File: src/rtl/fp_addsub_pipe_if.sv
// Handshake/data bundle for fp_addsub_pipe: operand side (a, b, op_add, in_tag,
// in_valid/in_ready) and result side (result, out_tag, out_valid/out_ready).
interface fp_addsub_pipe_if #(
    parameter int EXP_W = 8,
    parameter int MAN_W = 23,
    parameter int TAG_W = 4
);
    localparam int W = 1 + EXP_W + MAN_W;

    logic [W-1:0]     a;
    logic [W-1:0]     b;
    logic             op_add;
    logic [TAG_W-1:0] in_tag;
    logic             in_valid;
    logic             in_ready;
    logic [W-1:0]     result;
    logic [TAG_W-1:0] out_tag;
    logic             out_valid;
    logic             out_ready;

    // Producer/consumer side (scheduler + packer)
    modport master (
        output a, b, op_add, in_tag, in_valid, out_ready,
        input  in_ready, result, out_tag, out_valid
    );

    // Arithmetic block side
    modport slave (
        input  a, b, op_add, in_tag, in_valid, out_ready,
        output in_ready, result, out_tag, out_valid
    );
endinterface

File: src/rtl/fp_addsub_pipe.sv
// Five-stage IEEE-754-style add/subtract with RNE rounding, flush-to-zero of
// subnormals, inf/NaN handling, tag passthrough and whole-pipe backpressure.
// Stages: S1 unpack, S2 swap/align, S3 add/sub, S4 normalise, S5 round/pack.
// Optional macro FP_ADDSUB_FLAGS_EN adds flags[3:0] = {invalid, overflow,
// underflow, inexact}, aligned with result.
module fp_addsub_pipe #(
    parameter int EXP_W = 8,
    parameter int MAN_W = 23,
    parameter int TAG_W = 4
) (
    input  logic            clk,
    input  logic            reset,
    fp_addsub_pipe_if.slave bus
`ifdef FP_ADDSUB_FLAGS_EN
    ,
    output logic [3:0]      flags
`endif
);
    localparam int W  = 1 + EXP_W + MAN_W;
    localparam int MW = MAN_W + 4;  // hidden + fraction + G/R/S
    localparam logic [EXP_W-1:0] EMAX = '1;
    localparam logic [W-1:0]     QNAN = {1'b0, EMAX, 1'b1, {(MAN_W-1){1'b0}}};

    typedef struct packed {
        logic             sa, sb;          // sb is already the effective sign
        logic [EXP_W-1:0] ea, eb;
        logic [MAN_W-1:0] fa, fb;
        logic             za, zb, ia, ib, na, nb;
        logic [TAG_W-1:0] tag;
    } s1_t;

    typedef struct packed {
        logic             sl, ss;
        logic [EXP_W-1:0] el;
        logic [MW-1:0]    ml, ms;
        logic             sp;
        logic [W-1:0]     spv;
`ifdef FP_ADDSUB_FLAGS_EN
        logic             inv;
`endif
        logic [TAG_W-1:0] tag;
    } s2_t;

    typedef struct packed {
        logic             sign;
        logic [EXP_W-1:0] el;
        logic [MW:0]      sum;
        logic             sp;
        logic [W-1:0]     spv;
`ifdef FP_ADDSUB_FLAGS_EN
        logic             inv;
`endif
        logic [TAG_W-1:0] tag;
    } s3_t;

    typedef struct packed {
        logic             sign;
        logic [EXP_W:0]   ex;
        logic [MW-1:0]    m;
        logic             zero;
        logic             sp;
        logic [W-1:0]     spv;
`ifdef FP_ADDSUB_FLAGS_EN
        logic             inv;
        logic             uf;
`endif
        logic [TAG_W-1:0] tag;
    } s4_t;

    s1_t s1_d, s1_q;
    s2_t s2_d, s2_q;
    s3_t s3_d, s3_q;
    s4_t s4_d, s4_q;

    logic [5:1]       vld_q;
    logic             stall, adv;
    logic [W-1:0]     result_d, result_q;
    logic [TAG_W-1:0] out_tag_q;

    // S2 working values
    logic [MAN_W:0]   ma, mb, m_s;
    logic [EXP_W-1:0] d;
    logic [MW-1:0]    ext, sh;
    logic             a_big, lost;
    // S4 working values
    int               en, lzc;
    logic [MW-1:0]    m_n;
    // S5 working values
    logic             inc, ovf;
    logic [MAN_W+1:0] mr;
    logic [EXP_W+1:0] er;
    logic [MAN_W-1:0] frac;

    // The whole pipe freezes only when the output holds an unaccepted result.
    assign stall        = bus.out_valid && !bus.out_ready;
    assign adv          = !stall;
    assign bus.in_ready = adv;
    assign bus.out_valid = vld_q[5];
    assign bus.result    = result_q;
    assign bus.out_tag   = out_tag_q;

    // Stage valid bits; bubbles travel as zeros and are not squeezed out.
    always_ff @(posedge clk) begin
        if (reset)    vld_q <= '0;
        else if (adv) vld_q <= {vld_q[4:1], bus.in_valid};
    end

    // S1: split fields, classify, fold op_add into B's sign, flush subnormals.
    always_comb begin
        s1_d     = '0;
        s1_d.sa  = bus.a[W-1];
        s1_d.sb  = bus.b[W-1] ^ ~bus.op_add;
        s1_d.ea  = bus.a[W-2 -: EXP_W];
        s1_d.eb  = bus.b[W-2 -: EXP_W];
        s1_d.za  = (s1_d.ea == '0);
        s1_d.zb  = (s1_d.eb == '0);
        s1_d.fa  = s1_d.za ? '0 : bus.a[MAN_W-1:0];
        s1_d.fb  = s1_d.zb ? '0 : bus.b[MAN_W-1:0];
        s1_d.ia  = (s1_d.ea == EMAX) && (bus.a[MAN_W-1:0] == '0);
        s1_d.ib  = (s1_d.eb == EMAX) && (bus.b[MAN_W-1:0] == '0);
        s1_d.na  = (s1_d.ea == EMAX) && (bus.a[MAN_W-1:0] != '0);
        s1_d.nb  = (s1_d.eb == EMAX) && (bus.b[MAN_W-1:0] != '0);
        s1_d.tag = bus.in_tag;
    end

    // S2: order by magnitude (A wins ties), align smaller with sticky, resolve specials.
    always_comb begin
        s2_d     = '0;
        s2_d.tag = s1_q.tag;
        ma       = s1_q.za ? '0 : {1'b1, s1_q.fa};
        mb       = s1_q.zb ? '0 : {1'b1, s1_q.fb};
        a_big    = {s1_q.ea, ma} >= {s1_q.eb, mb};
        if (a_big) begin
            s2_d.sl = s1_q.sa;  s2_d.ss = s1_q.sb;  s2_d.el = s1_q.ea;
            s2_d.ml = {ma, 3'b000};  m_s = mb;  d = s1_q.ea - s1_q.eb;
        end else begin
            s2_d.sl = s1_q.sb;  s2_d.ss = s1_q.sa;  s2_d.el = s1_q.eb;
            s2_d.ml = {mb, 3'b000};  m_s = ma;  d = s1_q.eb - s1_q.ea;
        end
        ext = {m_s, 3'b000};
        if (32'(d) >= MAN_W + 3) begin
            sh   = '0;
            lost = |m_s;
        end else begin
            sh   = ext >> d;
            lost = |(ext & ~({MW{1'b1}} << d));
        end
        s2_d.ms = {sh[MW-1:1], sh[0] | lost};

        s2_d.sp  = 1'b1;
        s2_d.spv = '0;
        if (s1_q.na || s1_q.nb || (s1_q.ia && s1_q.ib && (s1_q.sa != s1_q.sb))) begin
            s2_d.spv = QNAN;
`ifdef FP_ADDSUB_FLAGS_EN
            s2_d.inv = 1'b1;
`endif
        end else if (s1_q.ia)               s2_d.spv = {s1_q.sa, EMAX, {MAN_W{1'b0}}};
        else if (s1_q.ib)                   s2_d.spv = {s1_q.sb, EMAX, {MAN_W{1'b0}}};
        else if (s1_q.za && s1_q.zb)        s2_d.spv = {s1_q.sa & s1_q.sb, {(W-1){1'b0}}};
        else if (s1_q.zb)                   s2_d.spv = {s1_q.sa, s1_q.ea, s1_q.fa};
        else if (s1_q.za)                   s2_d.spv = {s1_q.sb, s1_q.eb, s1_q.fb};
        else                                s2_d.sp  = 1'b0;
    end

    // S3: magnitude add or subtract; the larger operand sets the sign.
    always_comb begin
        s3_d      = '0;
        s3_d.sign = s2_q.sl;
        s3_d.el   = s2_q.el;
        s3_d.sum  = (s2_q.sl != s2_q.ss) ? ({1'b0, s2_q.ml} - {1'b0, s2_q.ms})
                                         : ({1'b0, s2_q.ml} + {1'b0, s2_q.ms});
        s3_d.sp   = s2_q.sp;
        s3_d.spv  = s2_q.spv;
`ifdef FP_ADDSUB_FLAGS_EN
        s3_d.inv  = s2_q.inv;
`endif
        s3_d.tag  = s2_q.tag;
    end

    // S4: normalise (carry right-shift or leading-zero left-shift), flush underflow.
    always_comb begin
        s4_d      = '0;
        s4_d.sign = s3_q.sign;
        s4_d.sp   = s3_q.sp;
        s4_d.spv  = s3_q.spv;
`ifdef FP_ADDSUB_FLAGS_EN
        s4_d.inv  = s3_q.inv;
`endif
        s4_d.tag  = s3_q.tag;
        lzc = MW;
        for (int i = 0; i < MW; i++) begin
            if (s3_q.sum[i]) lzc = MW - 1 - i;
        end
        en  = int'({1'b0, s3_q.el});
        m_n = '0;
        if (s3_q.sum == '0) begin
            s4_d.zero = 1'b1;
            s4_d.sign = 1'b0;
        end else begin
            if (s3_q.sum[MW]) begin
                m_n = {s3_q.sum[MW:2], s3_q.sum[1] | s3_q.sum[0]};
                en  = en + 1;
            end else begin
                m_n = s3_q.sum[MW-1:0] << lzc;
                en  = en - lzc;
            end
            if (en <= 0) begin
                s4_d.zero = 1'b1;
`ifdef FP_ADDSUB_FLAGS_EN
                s4_d.uf   = 1'b1;
`endif
            end else begin
                s4_d.m  = m_n;
                s4_d.ex = en[EXP_W:0];
            end
        end
    end

    // S5: round to nearest even, then pack with overflow to inf and special override.
    always_comb begin
        inc  = s4_q.m[2] & (s4_q.m[1] | s4_q.m[0] | s4_q.m[3]);
        mr   = {1'b0, s4_q.m[MW-1:3]} + {{(MAN_W+1){1'b0}}, inc};
        er   = {1'b0, s4_q.ex} + {{(EXP_W+1){1'b0}}, mr[MAN_W+1]};
        ovf  = er >= {2'b00, EMAX};
        frac = mr[MAN_W+1] ? mr[MAN_W:1] : mr[MAN_W-1:0];
        if (s4_q.sp)        result_d = s4_q.spv;
        else if (s4_q.zero) result_d = {s4_q.sign, {(W-1){1'b0}}};
        else if (ovf)       result_d = {s4_q.sign, EMAX, {MAN_W{1'b0}}};
        else                result_d = {s4_q.sign, er[EXP_W-1:0], frac};
    end

    // Stage data registers; all hold while the output is stalled.
    always_ff @(posedge clk) begin
        if (adv) begin
            s1_q <= s1_d;
            s2_q <= s2_d;
            s3_q <= s3_d;
            s4_q <= s4_d;
        end
    end

    // Output stage registers; only loaded by real operations.
    always_ff @(posedge clk) begin
        if (reset) begin
            result_q  <= '0;
            out_tag_q <= '0;
        end else if (adv && vld_q[4]) begin
            result_q  <= result_d;
            out_tag_q <= s4_q.tag;
        end
    end

`ifdef FP_ADDSUB_FLAGS_EN
    logic [3:0] flags_d, flags_q;
    logic       f_ovf, f_uf;

    // Exception flags: only arithmetic (non-special) results can overflow/underflow.
    always_comb begin
        f_ovf   = !s4_q.sp && !s4_q.zero && ovf;
        f_uf    = !s4_q.sp && s4_q.uf;
        flags_d = {s4_q.sp & s4_q.inv, f_ovf, f_uf,
                   !s4_q.sp && (f_ovf || f_uf || (!s4_q.zero && (|s4_q.m[2:0])))};
    end

    // Flags register, aligned with result.
    always_ff @(posedge clk) begin
        if (reset)                  flags_q <= '0;
        else if (adv && vld_q[4])   flags_q <= flags_d;
    end

    assign flags = flags_q;
`endif
endmodule

File: src/flat_wrapper.sv
// flat-port wrapper written by rule: the top's interface ports become plain ports
module fp_addsub_pipe_flat 
#(
    parameter int EXP_W = 8,
    parameter int MAN_W = 23,
    parameter int TAG_W = 4
)
  (clk, reset, bus_a, bus_b, bus_op_add, bus_in_tag, bus_in_valid, bus_out_ready, bus_in_ready, bus_result, bus_out_tag, bus_out_valid);
  fp_addsub_pipe_if #(.EXP_W(EXP_W), .MAN_W(MAN_W), .TAG_W(TAG_W)) bus_i ();
  input  logic clk;
  input  logic reset;
  input wire logic [$bits(bus_i.a)-1:0] bus_a;
  input wire logic [$bits(bus_i.b)-1:0] bus_b;
  input wire logic [$bits(bus_i.op_add)-1:0] bus_op_add;
  input wire logic [$bits(bus_i.in_tag)-1:0] bus_in_tag;
  input wire logic [$bits(bus_i.in_valid)-1:0] bus_in_valid;
  input wire logic [$bits(bus_i.out_ready)-1:0] bus_out_ready;
  output wire logic [$bits(bus_i.in_ready)-1:0] bus_in_ready;
  output wire logic [$bits(bus_i.result)-1:0] bus_result;
  output wire logic [$bits(bus_i.out_tag)-1:0] bus_out_tag;
  output wire logic [$bits(bus_i.out_valid)-1:0] bus_out_valid;
  assign bus_i.a = bus_a;
  assign bus_i.b = bus_b;
  assign bus_i.op_add = bus_op_add;
  assign bus_i.in_tag = bus_in_tag;
  assign bus_i.in_valid = bus_in_valid;
  assign bus_i.out_ready = bus_out_ready;
  assign bus_in_ready = bus_i.in_ready;
  assign bus_result = bus_i.result;
  assign bus_out_tag = bus_i.out_tag;
  assign bus_out_valid = bus_i.out_valid;
  fp_addsub_pipe #(.EXP_W(EXP_W), .MAN_W(MAN_W), .TAG_W(TAG_W)) u_core (.clk(clk), .reset(reset), .bus(bus_i));
endmodule
File: config.mk
export PLATFORM = sky130hd
export DESIGN_NAME = fp_addsub_pipe_flat
export DESIGN_NICKNAME = d
export VERILOG_FILES = /design/src/rtl/fp_addsub_pipe_if.sv /design/src/rtl/fp_addsub_pipe.sv /design/src/flat_wrapper.sv
export SDC_FILE = /design/constraint.sdc
export NUM_CORES = 1
export LEC_CHECK = 0
export CAP_MARGIN = 20
export CORE_UTILIZATION = 55
export CTS_CLUSTER_SIZE = 20
export DETAILED_ROUTE_END_ITERATION = 6
export PLACE_DENSITY = 0.82
export SETUP_SLACK_MARGIN = 0.3
export SLEW_MARGIN = 20
export SYNTH_ARGS = -nofsm -noshare
export SYNTH_HDL_FRONTEND = slang
export SYNTH_SLANG_ARGS = --single-unit
export TNS_END_PERCENT = 1
File: constraint.sdc
create_clock -name clk -period 15.8 [get_ports clk]
set_input_delay 3.16 -clock clk [delete_from_list [all_inputs] [get_ports clk]]
set_output_delay 3.16 -clock clk [all_outputs]
set_load 0.03 [all_outputs]
==> run metrics, run 1 <==
DRT Pass-1 Iters=6; Post-synth ARST share=0%; Mapped Area=21320 um^2; setup bufs post-CTS=0; area grow syn2layout=12.92%; register area share after synthesis=49.07%; first-pass GRT wire length=88.18 mm; final setup fails=0; Cells after Synth=~2100; largest buffer count on any clock path=3; status=finished, final reports clean; final wirelength=around 58 mm; max frequency=0.1196 GHz; worst stage delay on the critical path=about 0.70 ns; CTS Buf Count=39; Distinct cells, synth=75; Antenna diodes=0; DRC=0; CTS tree=yes; Finished Cell Area=24070 um^2; critical-path cell list=clkdlybuf4s50_1, nor2b_1, inv_8, clkdlybuf4s50_1; Layout Nets=between 2000 and 2500; CP Capture Type=output pin; initial antenna violation count=0; Max VDD drop=about 0.000083 V; GRT overflow=0; via count=around 17000; final period utilization=around 53%; dpl cells=2613; relative slew slack=30.16%; final hold vios=0; H-tree Lvls=2; I/O pin count=111; port bufs=110; number of flops mapped to enable cells by yosys=~320; syn_nets=2237; startpoint type of the worst setup path=primary input; die span in x=just under 200 um; CTS sink cnt=362; clk_lat worst skew=0.56 ns; layout cells sized above 1=6.541%; gr usage total=between 20 and 30%; worst hold path class=reg -> reg; max-cap violations=0; dominant synthesized flop cell=edfxtp_1; Synth Register Bits=~360; number of global-route vias before repair=15750; CP arrival=5.20 ns; multiplexer area fraction after synthesis=under 10%; crit-path most repeated cell=clkdlybuf4s50_1; CTS root buffer=clkbuf_16; Initial Util=56.19%; Compound-Gate Fraction of Synth Area=14.71%; commonest cells after routing, fill and taps aside=edfxtp_1, nor2_1, nand2_1, a21oi_1, o21ai_0; Ys Warns=0; worst-path fanout max=80; WL/cell=~21 um; CP required=12.64 ns; r2r worst-path depth=21; die area=between 30000 and 40000 um^2; area post-placement=between 20000 and 25000 um^2; largest family of logic cells by synthesized area=simple AND/OR/NAND/NOR gates; minimum clock period=about 8.4 ns; slowest cell on the critical path=clkdlybuf4s50_1; routed vias/inst=about 6.2; clk slew on worst S/H paths=about 0.06 ns; Synth Area in Simple Gates=15.78%; kind of critical path=in -> out; non-filler instance count after layout=approximately 2700; PostCTS Resize Cnt=0; Slew Viols, Final=0; Hold Crit Depth=0; unrepaired setup endpoints after global routing=false; Die Ht=a little under 200 um; actual slew at the worst max-slew pin=1.048 ns; average cell area after synthesis=10.22 um^2; xor/xnor share of the synthesized area=between 3 and 4%; hold buffer count at CTS=0; commonest non-fill, non-tap cell in the layout=edfxtp_1; ANT nets after route=0; largest net degree at the start of global routing=89; PD cells=approximately 160 nW/um^2; HPWL after detailed placement=41.74 mm; clk_skew=~0.018 ns; Leak=slightly below 10 nW; setup TNS=0 ns; Synth Area in Adders=4.743%; std cell rows=just over 70; Core Footprint=~38000 um^2; Design Power=~0.0037 W; RD Place Congestion=between 0.9 and 1; number of DRC markers in iteration 0=about 1700
## routing by layer
metal	vias to the layer above	track usage (%)	wire length [um]
met1	8046	37.19	23150
met3	134	3.357	3820
met4	0	12.42	2334
met5	-	0	0
met2	747	49.88	28240
li1	7821	-	-
## cell type report
class	instances	area [um^2]
fill	2968	13860
sequential	362	10460
multi-input combinational	1504	9980
timing repair buffer	134	1281
clock buffer	45	998.5
tap	511	639.4
inverter	102	390.4
clock inverter	24	320.3
## critical path, delay by kind of cell
family        cells  cell delay [ns]
buf+inv           3             1.43
simple gates      1             0.52
## flip-flops by register name, summed over array words and instances (netlist names)
signal,count
u_core.s3_q,74
u_core.vld_q,5
u_core.s1_q,74
u_core.s2_q,98
u_core.bus.result,32
u_core.bus.out_tag,4
u_core.s4_q,75
## cell families (layout without fill, tap and decap cells)
family	after synthesis	in the layout
compound gates	483	483
xor+xnor	92	92
mux	144	144
flops	362	362
fa+ha+maj	79	79
buf+inv	219	305
simple gates	706	706
## cells in the mapped netlist (13+ instances only)
cell type | n | area share (%)
nor4_1 | 30 | 0.88
nand4_1 | 15 | 0.44
o21ai_0 | 115 | 2.7
inv_1 | 98 | 1.7
a22oi_1 | 43 | 1.5
edfxtp_1 | 321 | 45
mux2i_1 | 106 | 5.0
mux2_2 | 29 | 1.5
nand3_1 | 41 | 0.96
dfxtp_1 | 41 | 3.9
clkbuf_1 | 86 | 1.5
nor2b_1 | 44 | 1.3
a31oi_1 | 16 | 0.47
buf_2 | 18 | 0.42
and2_1 | 56 | 1.6
nand2_1 | 177 | 3.1
nor2_1 | 202 | 3.6
o211ai_1 | 13 | 0.46
a21oi_1 | 120 | 2.8
a221oi_1 | 30 | 1.2
and3_1 | 23 | 0.68
ha_1 | 76 | 4.5
a211oi_1 | 36 | 1.3
xnor2_1 | 54 | 2.2
nor3_1 | 73 | 1.7
a21o_1 | 20 | 0.70
nand2b_1 | 17 | 0.50
xor2_1 | 34 | 1.4
## power breakdown
part | leakage (nW) | internal [W] | total (W) | switching (W)
Combinational | 5.07 | 0.000573 | 0.00142 | 0.000849
Sequential | 3.94 | 0.00123 | 0.00139 | 0.000158
Clock | 0.644 | 0.000559 | 0.000941 | 0.000381
## per-stage QoR
step | utilization, % | worst slack [ns] | hold WS [ns]
floorplan | - | 3.086 | 0.4003
global placement | 59.97 | 7.513 | 0.4024
detailed placement | 59.97 | 7.474 | 0.4045
CTS | 63.45 | 7.467 | 0.4013
global route | 63.45 | 7.373 | 0.4019
finish | 63.45 | 7.439 | 0.4082
## worst paths after layout
check / startpoint / endpoint / slack, ns
worst min register to register: u_core.s2_q[9]$_SDFFCE_PP0N_ / u_core.s3_q[9]$_DFFE_PN_ / 0.41
worst min-delay path: u_core.s2_q[9]$_SDFFCE_PP0N_ / u_core.s3_q[9]$_DFFE_PN_ / 0.41
worst max register to register: u_core.s1_q[9]$_DFFE_PN_ / u_core.s2_q[37]$_DFFE_PN_ / 9.22
worst max-delay path: bus_out_ready / bus_in_ready / 7.44
No activity file was read; power rests on OpenSTA's default activity.
==> inputs of run 2 (changes only) <==
- clock period: 15.8 -> 7.76 ns (I/O delays scaled with it)
==> run 2 against run 1 <==
Against the previous run: clock-buffer cell count decreased by 3; sequential cell count did not move; total power increased by 100%; sequential share of layout area grew 0.090 points; routed wire length rose by 1.1%; clock power rose by 93%.
==> run metrics, run 2 (synthesis gave the netlist of run 1 again) <==
status=finished, final reports clean; initial antenna violation count=2 (+2); kind of critical path=reg -> reg; worst hold path class=reg -> reg; clk_lat worst skew=0.57 ns (about the same); Hold Crit Depth=0 (unchanged); worst-path fanout max=25 (-69%); actual slew at the worst max-slew pin=1.020 ns (-0.02716 ns); final setup fails=0 (unchanged); Leak=9.627 nW (-0.36%); GRT overflow=0 (unchanged); PostCTS Resize Cnt=0 (unchanged); Design Power=0.007537 W (+100%); CP required=8.06 ns (-4.58 ns); slowest cell on the critical path=xnor2_2; Max VDD drop=0.0001838 V (+120%); post-layout utilization of the core=63.32% (-0.13 points); setup slack after layout=1.577 ns (-5.862 ns); hold_sp=u_core.s2_q[16]$_SDFFCE_PP0N_; largest net degree at the start of global routing=153 (+72%); startpoint type of the worst setup path=flip-flop; DRC=0 (unchanged); max frequency=approximately 0.16 GHz; commonest cells after routing, fill and taps aside=edfxtp_1, nor2_1, nand2_1, a21oi_1, o21ai_0; PD cells=313.8 nW/um^2 (+100%); Post-Place Worst Slack=1.741 ns (-5.733 ns); hold buffer count at CTS=0 (unchanged); CP delay by family, top=simple AND/OR/NAND/NOR gates; Buf/Inv on CP=2 (-1); r2r worst-path depth=16 (-24%); CTS root buffer=clkbuf_16; ANT nets after route=0 (unchanged); WL/cell=21.69 um (+1.1%); via count=16670 (-0.49%); area grow syn2layout=12.68%; relative slew slack=31.35% (+1.2 points); Worst path depth=16 (+12); Layout Nets=2294 (-0.044%); number of global-route vias before repair=15890 (+0.90%); setup TNS=0 ns (unchanged); dpl cells=2613 (unchanged); final hold vios=0 (unchanged); worst stage delay on the critical path=0.73 ns (+0.03 ns); CP arrival=6.49 ns (+1.29 ns); CTS Buf Count=38 (-2.6%); HPWL after detailed placement=42.80 mm (+2.6%); Die Ht=198.9 um (unchanged); max FFs per register=98 (unchanged); Initial Util=56.19% (unchanged); I/O pin count=111 (unchanged); H-tree Lvls=2 (unchanged); biggest regs=u_core.s2_q (98), u_core.s4_q (75); worst reg2reg startpoint=u_core.s1_q[8]$_DFFE_PN_; largest buffer count on any clock path=3 (unchanged); layout cells sized above 1=6.310% (-0.23 points); non-filler instance count after layout=2683 (+0.037%); Slew Viols, Final=0 (unchanged); first-pass GRT wire length=88.67 mm (+0.56%); critical-path cell list=buf_4, nor2b_1, inv_1, ha_1, a21o_1, a21oi_1, o21ai_0, a41o_1, a211oi_4, mux2_2, xnor2_2, nand4_1, or2_1, o21ai_1, nand4_1, o41a_1; crit-path most repeated cell=nand4_1; CTS sink cnt=362 (unchanged); std cell rows=71 (unchanged); final period utilization=between 70% and 80%; port bufs=110 (unchanged); commonest non-fill, non-tap cell in the layout=edfxtp_1; CP Capture Type=flip-flop; number of DRC markers in iteration 0=1666 (-1.1%); gr usage total=29.42% (+0.34 points); die span in x=198.9 um (unchanged); setup bufs post-CTS=0 (unchanged); minimum clock period=about 6 ns; Largest Register=u_core.s2_q; max-cap violations=0 (unchanged); unrepaired setup endpoints after global routing=false; Setup crit start=u_core.s1_q[8]$_DFFE_PN_; RD Place Congestion=1.031 (+8.0%); clk_skew=0.01670 ns (-0.001241 ns); routed vias/inst=6.212 (-0.53%); Core Footprint=37930 um^2 (unchanged); die area=39550 um^2 (unchanged); DRT Pass-1 Iters=7 (+1); clk slew on worst S/H paths=0.06 ns (about the same); CTS tree=yes; final wirelength=58.19 mm (+1.1%)
-- run 2: changes by cell type in the layout (fill, tap and decap cells not counted), sizes merged --
cell,before,now
inv,106,102
clkbuf,45,42
clkinv,12,20
diode,0,1
clkinvlp,2,3
bufinv,6,4
-- run 2: layout make-up --
cell class	instances	area (um^2)
fillers	2998	13910
flip-flops and latches	362	10460
multi-input cells	1504	9972
repair buffers	134	1294
clock buffers	42	965.9
well taps	511	639.4
inverters	102	395.4
clock inverters	27	290.3
diodes	1	2.502
-- run 2: metal layers --
| metal | GRT usage (%) | up-vias | share of wire [%] |
|---|---|---|---|
| met5 | 0 | - | 0.019 |
| met4 | 12.59 | 2 | 4.3 |
| met3 | 4.544 | 158 | 7.0 |
| met2 | 50.56 | 734 | 49 |
| met1 | 36.78 | 7952 | 39 |
| li1 | - | 7820 | - |
-- run 2: worst reg2reg max path, delay by kind of cell, from the launching register on --
| kind | cells | cell delay (ns) |
|---|---|---|
| fa+ha+maj | 1 | 0.34 |
| buf+inv | 2 | 0.54 |
| mux | 1 | 0.41 |
| simple gates | 4 | 1.75 |
| flops | 1 | 0.64 |
| compound gates | 7 | 1.53 |
| xor+xnor | 1 | 0.73 |
-- run 2: power breakdown --
group          internal [W]  total, W  leakage, nW  switching, W
logic               0.00117   0.00289         5.08       0.00172
clock network       0.00105   0.00182        0.602      0.000772
registers           0.00250   0.00283         3.94      0.000327
total               0.00471   0.00754         9.63       0.00282
-- run 2: through the flow --
stage | hold slack, ns | area (um^2)
final | 0.4097 | 24020
after global routing | 0.4204 | 24020
after CTS | 0.4023 | 24010
after detailed placement | 0.4045 | 22760
after global placement | 0.4022 | 22760
after floorplan | 0.4003 | 21320
-- run 2: path summary, 6_finish.rpt --
path	slack, ns	endpoint
max	1.58	u_core.s2_q[37]$_DFFE_PN_
min	0.41	u_core.s3_q[16]$_DFFE_PN_
max reg2reg	1.58	u_core.s2_q[37]$_DFFE_PN_
min reg2reg	0.41	u_core.s3_q[16]$_DFFE_PN_
==> inputs of run 3 (changes only) <==
- clock period: 7.76 -> 6 ns (I/O delays scaled with it)
==> run 3 against run 2 <==
Against the previous run: design area up 0.79%; total power up 29%; register-to-register slack worse by 0.83 ns; sequential power increased by 31%; die area stayed put; sequential cell count unchanged; sequential share of layout area decreased by 0.34 points; clock power rose by 25%; largest power group unchanged; first-iteration DRC count shrank 14%; utilization increased by 0.50 points; via count up 1.6%; hold slack worse by 0.0075 ns.
==> run metrics, run 3 (synthesis gave the netlist of run 1 again) <==
status=finished, final reports clean; std cell rows=71 (unchanged); clk slew on worst S/H paths=0.07 ns (about the same); slowest cell on the critical path=edfxtp_1; Layout Nets=2326 (+1.4%); die span in x=198.9 um (unchanged); CTS sink cnt=362 (unchanged); worst-path fanout max=72 (+190%); via count=16930 (+1.6%); final wirelength=59.81 mm (+2.8%); number of DRC markers in iteration 0=1435 (-14%); minimum clock period=5.258 ns (-0.9256 ns); Core Footprint=37930 um^2 (unchanged); GRT overflow=0 (unchanged); WL/cell=22.03 um (+1.6%); DRT Pass-1 Iters=6 (-1); commonest non-fill, non-tap cell in the layout=edfxtp_1; hold buffer count at CTS=0 (unchanged); initial antenna violation count=1 (-1); I/O pin count=111 (unchanged); Largest Register=u_core.s2_q; unrepaired setup endpoints after global routing=false; HPWL after detailed placement=44.78 mm (+4.6%); worst stage delay on the critical path=0.59 ns (-0.14 ns); setup TNS=0 ns (unchanged); number of global-route vias before repair=16290 (+2.5%); CP arrival=5.57 ns (-0.92 ns); max frequency=0.1902 GHz (+18%); port bufs=110 (unchanged); relative slew slack=33.86% (+2.5 points); final hold vios=0 (unchanged); largest net degree at the start of global routing=95 (-38%); setup slack after layout=0.7424 ns (-0.8344 ns); Max VDD drop=0.0002659 V (+45%); commonest cells after routing, fill and taps aside=edfxtp_1, nor2_1, nand2_1, a21oi_1, o21ai_0; Antenna diodes=0 (-1); Post-Place Worst Slack=0.8019 ns (-0.9388 ns); die area=39550 um^2 (unchanged); max-cap violations=0 (unchanged); worst hold path class=reg -> reg; CP required=6.31 ns (-1.75 ns); H-tree Lvls=2 (unchanged); kind of critical path=reg -> reg; layout cells sized above 1=7.668% (+1.4 points); CTS root buffer=clkbuf_16; largest buffer count on any clock path=3 (unchanged); Slew Viols, Final=0 (unchanged); CTS Buf Count=38 (unchanged); actual slew at the worst max-slew pin=0.9921 ns (-0.02830 ns); area grow syn2layout=13.58%; CTS tree=yes; DRC=0 (unchanged); CP Capture Type=flip-flop; first-pass GRT wire length=91.69 mm (+3.4%); biggest regs=u_core.s2_q (98), u_core.s4_q (75); final period utilization=87.63% (+7.9 points); routed vias/inst=6.237 (+0.40%); Die Ht=198.9 um (unchanged); max FFs per register=98 (unchanged); clk_skew=0.02318 ns (+0.006477 ns); PD cells=402.7 nW/um^2 (+28%); critical-path cell list=buf_4, buf_4, nand2b_1, ha_1, a21oi_1, o21ai_0, a221oi_1, nor2_1, a211oi_4, buf_12, buf_4, mux2i_1, mux2_2, mux2i_1, mux2i_1, mux2_2, nor3_1, o41a_1; ANT nets after route=0 (unchanged); Initial Util=56.19% (unchanged); clk_lat worst skew=0.57 ns (about the same); gr usage total=30.45% (+1.0 points); RD Place Congestion=0.9935 (-3.6%); Leak=9.772 nW (+1.5%); startpoint type of the worst setup path=flip-flop; final setup fails=0 (unchanged)
-- run 3: metrics by stage --
| step | area (um^2) | hold WS [ns] | power, W | utilization, % | instances |
|---|---|---|---|---|---|
| final | 24210 | 0.4022 | 0.009750 | 63.82 | 2715 |
| after global routing | 24210 | 0.4052 | 0.01023 | 63.82 | 2715 |
| after CTS | 24200 | 0.3979 | 0.009692 | 63.81 | 2715 |
| after detailed placement | 23010 | 0.4045 | 0.007409 | 60.66 | 2645 |
| after global placement | 23010 | 0.4024 | 0.007301 | 60.66 | 2645 |
| after floorplan | 21320 | 0.4003 | 0.006307 | - | 2085 |
-- run 3: worst paths after layout --
kind / startpoint / slack (ns) / depth (start not counted) / end
setup reg to reg: u_core.s1_q[8]$_DFFE_PN_ / 0.74 / 18 / u_core.s2_q[37]$_DFFE_PN_
hold reg to reg: u_core.s2_q[95]$_DFFE_PN_ / 0.40 / 0 / u_core.s3_q[69]$_DFFE_PN_
setup / recovery: u_core.s1_q[8]$_DFFE_PN_ / 0.74 / 18 / u_core.s2_q[37]$_DFFE_PN_
hold / removal: u_core.s2_q[95]$_DFFE_PN_ / 0.40 / 0 / u_core.s3_q[69]$_DFFE_PN_
-- run 3: power breakdown --
group | leakage [nW] | switching, W | total [W] | internal, W
logic | 5.24 | 0.00222 | 0.00378 | 0.00156
registers | 3.94 | 0.000467 | 0.00370 | 0.00323
clock network | 0.589 | 0.000999 | 0.00228 | 0.00128
-- run 3: timing repair --
action | CTS | global route
setup endpoints to repair | 0 | 9
gates resized for setup | 0 | 1
endpoints found under the hold margin | 0 | 0
buffers inserted | 0 | 0
-- run 3: layer usage --
metal  part of all wire (%)  vias up  GRT usage, %
met5                  0.022        -             0
met4                    4.6        2         14.02
met3                    7.4      168         4.697
met2                     49      839         51.93
met1                     39     8029         37.99
li1                       -     7895             -
-- run 3: worst max-delay path: cells and delay by family (launching register included) --
kind | cells | cell delay, ns
buffers and inverters | 4 | 1.41
AOI/OAI and AO/OA | 5 | 1.29
muxes | 5 | 0.98
DFF | 1 | 0.59
and+or+nand+nor | 3 | 0.41
adders and majority gates | 1 | 0.28
-- run 3: cell type report --
type	instances	area, um^2
fill	2947	13720
sequential	362	10460
multi-input combinational	1504	9972
timing repair buffer	166	1550
clock buffer	48	988.4
tap	511	639.4
inverter	102	395.4
clock inverter	22	203.9
